### src/rtl/bank_ticket_dispatcher.sv
// bank_ticket_dispatcher
//   Ticket dispatcher for a bank hall. It keeps one queue per service and
//   hands out sequential ticket numbers per service. When a queue is full,
//   the ticket is rejected. When an officer desk calls, the desk gets the
//   oldest ticket of its preferred service. If that service is empty, the
//   other services are searched in order.
//
// Ports
//   clk         rising-edge clock
//   rst_n       asynchronous active-low reset
//   svc_req     one kiosk button per service, sampled every edge
//   desk_call   one "next customer" button per desk, sampled every edge
//   tkt_valid   one-cycle pulse for a ticket event (issued or rejected)
//   tkt_reject  qualifies tkt_valid: the queue was full, no ticket issued
//   tkt_svc     service index of the ticket event
//   tkt_num     issued ticket number
//   tkt_wait    customers already waiting ahead in that service
//   call_valid  one-cycle pulse for a resolved desk call
//   call_none   qualifies call_valid: every queue was empty
//   call_desk   desk being called to
//   call_svc    service of the called ticket
//   call_num    called ticket number
//   wait_cnt    live waiting counts, service s at [s*CNT_W +: CNT_W]

module bank_ticket_dispatcher #(
    parameter int NUM_SERVICES = 3,
    parameter int NUM_DESKS    = 4,
    parameter int QUEUE_DEPTH  = 16,
    parameter int TICKET_W     = 8,
    localparam int CNT_W  = $clog2(QUEUE_DEPTH + 1),
    localparam int SVC_W  = (NUM_SERVICES > 1) ? $clog2(NUM_SERVICES) : 1,
    localparam int DESK_W = (NUM_DESKS > 1) ? $clog2(NUM_DESKS) : 1
) (
    input  logic                          clk,
    input  logic                          rst_n,
    input  logic [NUM_SERVICES-1:0]       svc_req,
    input  logic [NUM_DESKS-1:0]          desk_call,
    output logic                          tkt_valid,
    output logic                          tkt_reject,
    output logic [SVC_W-1:0]              tkt_svc,
    output logic [TICKET_W-1:0]           tkt_num,
    output logic [CNT_W-1:0]              tkt_wait,
    output logic                          call_valid,
    output logic                          call_none,
    output logic [DESK_W-1:0]             call_desk,
    output logic [SVC_W-1:0]              call_svc,
    output logic [TICKET_W-1:0]           call_num,
    output logic [NUM_SERVICES*CNT_W-1:0] wait_cnt
);

    typedef enum logic [1:0] {
        IDLE,
        ISSUE,
        CALL
    } state_t;

    state_t state;
    state_t state_next;

    logic [NUM_SERVICES-1:0]                svc_pend;
    logic [NUM_DESKS-1:0]                   desk_pend;
    logic [NUM_SERVICES-1:0]                svc_clr;
    logic [NUM_DESKS-1:0]                   desk_clr;
    logic [SVC_W-1:0]                       sel_svc;
    logic [DESK_W-1:0]                      sel_desk;
    logic [SVC_W-1:0]                       pick_svc;
    logic [DESK_W-1:0]                      pick_desk;
    logic                                   svc_any;
    logic                                   desk_any;

    logic [NUM_SERVICES-1:0][CNT_W-1:0]     count;
    logic [NUM_SERVICES-1:0][TICKET_W-1:0]  head;
    logic [NUM_SERVICES-1:0][TICKET_W-1:0]  tail;

    logic                                   found;
    logic [SVC_W-1:0]                       found_svc;
    logic [SVC_W-1:0]                       probe;
    int                                     pref;

    assign wait_cnt = count;
    assign svc_any  = |svc_pend;
    assign desk_any = |desk_pend;

    // Lowest-index pending request wins. Scanning downwards lets the last
    // write leave the lowest set index.
    always_comb begin
        pick_svc  = '0;
        pick_desk = '0;
        for (int s = NUM_SERVICES - 1; s >= 0; s--) begin
            if (svc_pend[s]) begin
                pick_svc = SVC_W'(s);
            end
        end
        for (int d = NUM_DESKS - 1; d >= 0; d--) begin
            if (desk_pend[d]) begin
                pick_desk = DESK_W'(d);
            end
        end
    end

    // A pending flag is cleared only when it is selected in IDLE. Ticket
    // requests take priority over desk calls.
    always_comb begin
        svc_clr  = '0;
        desk_clr = '0;
        if (state == IDLE) begin
            if (svc_any) begin
                svc_clr[pick_svc] = 1'b1;
            end else if (desk_any) begin
                desk_clr[pick_desk] = 1'b1;
            end
        end
    end

    // The call search starts at the desk's preferred service and wraps
    // round the other services. It stops at the first non-empty queue.
    always_comb begin
        found     = 1'b0;
        found_svc = '0;
        probe     = '0;
        pref      = int'(sel_desk) % NUM_SERVICES;
        for (int i = 0; i < NUM_SERVICES; i++) begin
            probe = SVC_W'((pref + i) % NUM_SERVICES);
            if (!found && (count[probe] != '0)) begin
                found     = 1'b1;
                found_svc = probe;
            end
        end
    end

    // State register
    always_ff @(posedge clk or negedge rst_n) begin
        if (!rst_n) begin
            state <= IDLE;
        end else begin
            state <= state_next;
        end
    end

    // Next-state logic. ISSUE and CALL each last exactly one cycle.
    always_comb begin
        state_next = IDLE;
        case (state)
            IDLE: begin
                if (svc_any) begin
                    state_next = ISSUE;
                end else if (desk_any) begin
                    state_next = CALL;
                end else begin
                    state_next = IDLE;
                end
            end
            ISSUE:   state_next = IDLE;
            CALL:    state_next = IDLE;
            default: state_next = IDLE;
        endcase
    end

    // Datapath. On the edge that selects a request, that request's pending
    // flag is cleared. If a new press arrives on the same edge, the press
    // wins, so that press is not lost. Payload outputs hold between events.
    always_ff @(posedge clk or negedge rst_n) begin
        if (!rst_n) begin
            svc_pend   <= '0;
            desk_pend  <= '0;
            sel_svc    <= '0;
            sel_desk   <= '0;
            count      <= '0;
            head       <= '0;
            tail       <= '0;
            tkt_valid  <= 1'b0;
            tkt_reject <= 1'b0;
            tkt_svc    <= '0;
            tkt_num    <= '0;
            tkt_wait   <= '0;
            call_valid <= 1'b0;
            call_none  <= 1'b0;
            call_desk  <= '0;
            call_svc   <= '0;
            call_num   <= '0;
        end else begin
            svc_pend   <= (svc_pend & ~svc_clr) | svc_req;
            desk_pend  <= (desk_pend & ~desk_clr) | desk_call;
            tkt_valid  <= 1'b0;
            call_valid <= 1'b0;
            case (state)
                IDLE: begin
                    if (svc_any) begin
                        sel_svc <= pick_svc;
                    end else if (desk_any) begin
                        sel_desk <= pick_desk;
                    end
                end
                ISSUE: begin
                    tkt_valid <= 1'b1;
                    tkt_svc   <= sel_svc;
                    tkt_wait  <= count[sel_svc];
                    if (count[sel_svc] == CNT_W'(QUEUE_DEPTH)) begin
                        tkt_reject <= 1'b1;
                    end else begin
                        tkt_reject     <= 1'b0;
                        tkt_num        <= tail[sel_svc];
                        tail[sel_svc]  <= tail[sel_svc] + TICKET_W'(1);
                        count[sel_svc] <= count[sel_svc] + CNT_W'(1);
                    end
                end
                CALL: begin
                    call_valid <= 1'b1;
                    call_desk  <= sel_desk;
                    if (found) begin
                        call_none        <= 1'b0;
                        call_svc         <= found_svc;
                        call_num         <= head[found_svc];
                        head[found_svc]  <= head[found_svc] + TICKET_W'(1);
                        count[found_svc] <= count[found_svc] - CNT_W'(1);
                    end else begin
                        call_none <= 1'b1;
                    end
                end
                default: begin
                end
            endcase
        end
    end

endmodule

### config.mk
export PLATFORM = sky130hd
export DESIGN_NAME = bank_ticket_dispatcher
export DESIGN_NICKNAME = d
export VERILOG_FILES = /design/src/rtl/bank_ticket_dispatcher.sv
export SDC_FILE = /design/constraint.sdc
export NUM_CORES = 1
export LEC_CHECK = 0
export CAP_MARGIN = 30
export CORE_UTILIZATION = 35
export DETAILED_ROUTE_END_ITERATION = 12
export PLACE_DENSITY = 0.64
export REMOVE_ABC_BUFFERS = 1
export SETUP_SLACK_MARGIN = 0.02
export SYNTH_ARGS = -nofsm -noshare
export SYNTH_HDL_FRONTEND = slang
export SYNTH_SLANG_ARGS = --single-unit
### constraint.sdc
create_clock -name clk -period 3.4 [get_ports clk]
set_clock_uncertainty 0.2 [all_clocks]
set_input_delay 0.85 -clock clk [delete_from_list [all_inputs] [get_ports clk]]
set_output_delay 0.85 -clock clk [all_outputs]
set_load 0.01 [all_outputs]
After elaboration in Yosys (flattened, before gate mapping). Cells that the tools add are included.

Mux-type cells: 58. Magnitude comparators: 11. Div/mod/pow operators: 4. Bitwise operators: 8. Add/sub/neg operators: 6. Reduce and logical (&&, ||, !) cells: 20. Eq/ne operators: 5.

Operators by type and width (number): $mod 32x3->32 const B (3); $bmux 5 s2 (5); $bwmux 24 (2); $mux 5 (7); $add 32x2->32 const B (1); $add 32x3->32 const B (1); $bmux 8 s2 (2); $demux 8 s2 (2); $mod 3x3->32 const B (1); $mux 8 (4); $bwmux 15 (2); $mux 15 (2); $pmux 15 s2 (1); $mux 2 (13); $lt 2x3->1 const B (7); $demux 5 s2 (2); $add 8x1->8 const B (2); $reduce_bool 5->1 (3); $mux 4 (3); $mux 1 (9); $ge 2x1->1 const B (4); $logic_and 1x1->1 (6); $mux 3 (2); $reduce_and 2->1 (3); 20 further kinds (25).

Register bits after elaboration: 107. Word-level logic and storage cells: 136. Output and inout bits: 46.

Longest topological paths before layout.
Word-level depth: 19. Gate-level depth with buffers: 15. Depth with buffers taken out: 14.

Least setup slack after synthesis. Ideal clock, no wire load.

Path kind: flip-flop to flip-flop. From: reg count, in the netlist wait_cnt[1]. To: reg head[6] (netlist bit). Path buffers: 0. Stages on the path, launching flop included: 13. Data required time: 3.072 ns. Path slack: -0.147 ns. Clock period less this slack: 3.547 ns. Data arrival time: 3.220 ns. Library setup time: 0.128 ns. Path through: dfrtp_1 -> or4_4 -> o31a_4 -> a211oi_4 -> mux2i_1 -> o21ai_1 -> nor2_1 -> a31oi_1 -> ha_1 -> o311ai_2 -> nor3b_2 -> xnor2_1 -> mux2_1.

Longest elaborated chain between the ends: 15.

RTL lines: from (decl) (RTL line 71) `logic [NUM_SERVICES-1:0][CNT_W-1:0] count;`; from (signal, indexed assignment) (RTL line 204) `count[sel_svc] <= count[sel_svc] + CNT_W'(1);`; from (signal, indexed assignment) (RTL line 215) `count[found_svc] <= count[found_svc] - CNT_W'(1);`; parallel branches: the longest is 15 deep, another holds $bmux 8 s2; to (signal, indexed assignment) (RTL line 214) `head[found_svc] <= head[found_svc] + TICKET_W'(1);`; to (decl) (RTL line 72) `logic [NUM_SERVICES-1:0][TICKET_W-1:0] head;`.

Parallel ways; which one is timed is not known. The select of a mux whose other input is x is not followed. A chain may end at the register's enable or synchronous reset.

Worst setup path after layout.
From: reg count, in the netlist wait_cnt[13]. To: reg head[6] (netlist bit).

The elaborated chain is that of the path after synthesis.

==> impl_metrics.csv <==
group,metric,value,unit
status,outcome,"complete, but fails checks",
status,violations,"setup timing",
clocking,cts.clk_slew.worst_paths,0.07,ns
detailed_routing,vias,4776,
place,portBuffers,54,
sta,timing.fmax,0.289,GHz
floorplan,fp.dieArea,0.0163,mm²
worst_setup_path,worst-setup-path-type,"reg2reg",
detailed_routing,avgRoutedWirePerCell,17.3,µm
sta,slew_headroom,54.2,%
clocking,h-tree-depth,3,
worst_setup_path,reg2reg_depth,11,
yosys,synth_top_family_by_area,"compound AO/OA/AOI/OAI gates",
sta,finalSetupViolCount,13,
yosys,synthTopCellsByArea,"dfrtp_1 (49%), mux2_2 (6.7%), nand2_1 (6.2%)",
finish,final_cell_area,0.00785,mm²
flow_run,cap_violations,0,
global_route,grt_max_degree,51,
worst_setup_path,startpoint_type,"flip-flop",
yosys,synth_compound_area_share,18.2,%
finish,num-nets-final,718,
yosys,yosys.area_share.simple,15.6,%
detailed_routing,drcViolationCount,0,
sta,tns,-0.379,ns
yosys,yosysTopAreaCellShare,48.5,%
floorplan,placementRows,45,
yosys,syn_inst,543,
global_route,grt_pass1_vias,4775,
detailed_routing,ant_nets,0,
detailed_routing,drt_iter0_drc,277,
place,place_congestion,0.917,
sta,hold_viol,0,
worst_setup_path,crit_arrival,3.50,ns
sta,worst_pin_slew,0.687,ns
sta,fin_crit_sh,102,%
global_route,grt-ovfl-total,0,
place,post_dp_cell_area,0.00688,mm²
worst_setup_path,critPathCaptureType,"flip-flop",
detailed_routing,via_per_inst,5.21,
clocking,cts_buffers,9,
finish,fill_cells,1406,
sta,min_period,3.46,ns
yosys,syn-cell-area,0.00552,mm²
power,ir_worst_vdd,415,µV
global_route,gr-usage-all-layers,20.0,%
yosys,synth_fa_ha_area_share,2.04,%
power,p_leak,3.43,nW
yosys,synth-edff-count,0,
yosys,synth_xor_area_share,3.17,%
finish,antennaDiodeCount,0,
floorplan,die_w,128,µm
floorplan,pin_count,55,
finish,layout.cells.non_filler,916,
worst_setup_path,startpoint,"wait_cnt[13]$_DFFE_PN0P_",
floorplan,start_util,36.0,%
place,hpwlAfterDp,11100,µm
worst_setup_path,worst-endpoint-required,3.44,ns
yosys,ys_ff_latch,107,
clocking,cts.sinks,107,
floorplan,die_y,128,µm
yosys,yosysSeqAreaShare,48.5,%
global_route,antenna_found_initial,0,
floorplan,core,0.0153,mm²
yosys,yosys_warnings,0,
detailed_routing,wl,15900,µm
worst_setup_path,reg2reg_from,"wait_cnt[13]$_DFFE_PN0P_",
clocking,cts-root-buf,"clkbuf_16",
hold_path,hold_path_class,"in2async",
finish,area_growth,42.1,%
clocking,cts_hold_buf,0,
detailed_routing,dr.pass1.iters,5,
yosys,synthFlopType,"dfrtp_1",
sta,layout_setup_ws,-0.0587,ns
yosys,synthMuxAreaShare,10.1,%
sta,rsz0062_at_grt,"yes",
clocking,cts_buffer_depth,2,
clocking,tritoncts,"done",
finish,layout-drive-gt1-share,32.9,%
finish,finish.utilization,51.2,%
clocking,clk_latency,0.36,ns
yosys,synth_top_cell_by_area,"dfrtp_1",
worst_setup_path,r2r_end,"head[6]$_DFFE_PN0P_",
global_route,grt_pass1_wl,25000,µm
place,dp.cells,872,
yosys,syn_avg_cell_area,10.2,µm²
worst_setup_path,critPathMaxFanout,5,
power,power_density,650,mW/mm²
worst_setup_path,regToRegSetupSlack,-0.06,ns
sta,slew_viol_final,0,
yosys,postSynth.asyncResetShare,100,%
yosys,synth_cell_types,76,
-- power by group --
group | internal [mW] | total (mW) | switching [mW] | leakage (nW)
Clock | 0.517 | 1.05 | 0.533 | 0.142
Sequential | 1.45 | 1.57 | 0.129 | 1.41
Combinational | 1.23 | 2.48 | 1.24 | 1.87
-- through the flow --
| step | hold slack (ns) | worst slack [ns] | total power, mW |
|---|---|---|---|
| after CTS | 0.196 | -0.0884 | 4.66 |
| after floorplan | 0.244 | -0.740 | 2.53 |
| final | 0.198 | -0.0587 | 5.10 |
| after global routing | 0.205 | -0.211 | 5.37 |
| after detailed placement | 0.263 | -0.161 | 3.41 |
| after global placement | 0.257 | -0.0377 | 3.37 |
-- cell type report --
type                            count  area [µm²]  area share, %
Multi-Input combinational cell    401        3120           39.8
Inverter                           19        71.3          0.909
Timing Repair Buffer              162        1420           18.0
Clock inverter                      7        71.3          0.909
Sequential cell                   107        2680           34.1
Tap cell                          211         264           3.36
Clock buffer                        9         225           2.87
-- cells by family after synthesis --
kind of cell	Yosys count
xor gates and xnor gates	20
buffers and inverters	35
muxes	51
and+or+nand+nor	186
adders and majority gates	9
AOI/OAI and AO/OA	135
DFF	107
-- cells in the final DEF (no fill, tap or decap), types with 4 or more instances in the layout --
cell type	count
clkdlybuf4s50_1	53
a31oi_1	4
mux2i_1	13
a221oi_4	4
clkbuf_16	9
buf_6	11
mux2_2	31
nand2b_1	7
nand3_1	7
nor3_1	5
buf_4	96
nand2_1	90
xor2_1	6
ha_1	5
o21ai_1	8
xnor2_1	9
mux2_4	5
nor2_1	39
dfrtp_1	107
nor2_2	5
inv_1	18
a21oi_1	26
o21ai_0	33
a21o_1	5
-- worst max-delay path, stage by stage, from the launching register on --
cell,delay [ns]
dfrtp_1,0.38
or4_4,0.62
o211a_4,0.29
a211oi_4,0.29
buf_4,0.18
nand3_4,0.10
buf_6,0.15
a32o_2,0.25
a32oi_2,0.22
nor3b_2,0.28
xnor2_2,0.11
mux2_4,0.28
-- cell usage after synthesis (4+ instances only) --
cell type and n:
nor2_1 42, nand2_1 91, dfrtp_1 107, o21ai_0 38
a22oi_1 4, nand2b_1 7, xnor2_1 12, xor2_1 8
a31oi_1 6, mux2_2 33, mux2i_1 15, clkbuf_1 13
a21o_1 5, inv_1 18, nor3_1 5, nand3_1 10
a221oi_2 5, o21ai_1 5, ha_1 9, a21oi_1 27
-- state kept, by name, indices dropped and copies added (netlist names) --
register    flops
wait_cnt       15
tkt_valid       1
svc_pend        3
sel_svc         2
desk_pend       4
call_desk       2
tail           24
tkt_wait        5
head           24
call_svc        2
call_valid      1
sel_desk        2
call_none       1
tkt_reject      1
tkt_num         8
tkt_svc         2
call_num        8
state           2
-- repair_timing --
item / in CTS / in global routing
resized for setup: 24 / 58
endpoints found under the hold margin: 0 / 0
endpoints found under the setup margin: 21 / 31
pin swaps: 13 / 26
buffers inserted: 12 / 17
-- worst max-delay path by stage --
stage,endpoint,cells after the start
after global routing,head[6]$_DFFE_PN0P_,12
after global placement,head[6]$_DFFE_PN0P_,12
after floorplan,wait_cnt[7]$_DFFE_PN0P_,8
after CTS,head[6]$_DFFE_PN0P_,12
after detailed placement,head[6]$_DFFE_PN0P_,12
final,head[6]$_DFFE_PN0P_,11
-- layer usage --
metal  up-vias  track usage, %  wire [µm]  part of all wire (%)
met3        32            5.99        762                   4.8
met5         -               0          0                     0
met2       143            33.1       7840                    49
li1       2258               -          -                     -
met4         0            7.47        372                   2.3
met1      2343            24.6       6910                    44
Power figures use the tool's default switching activity.
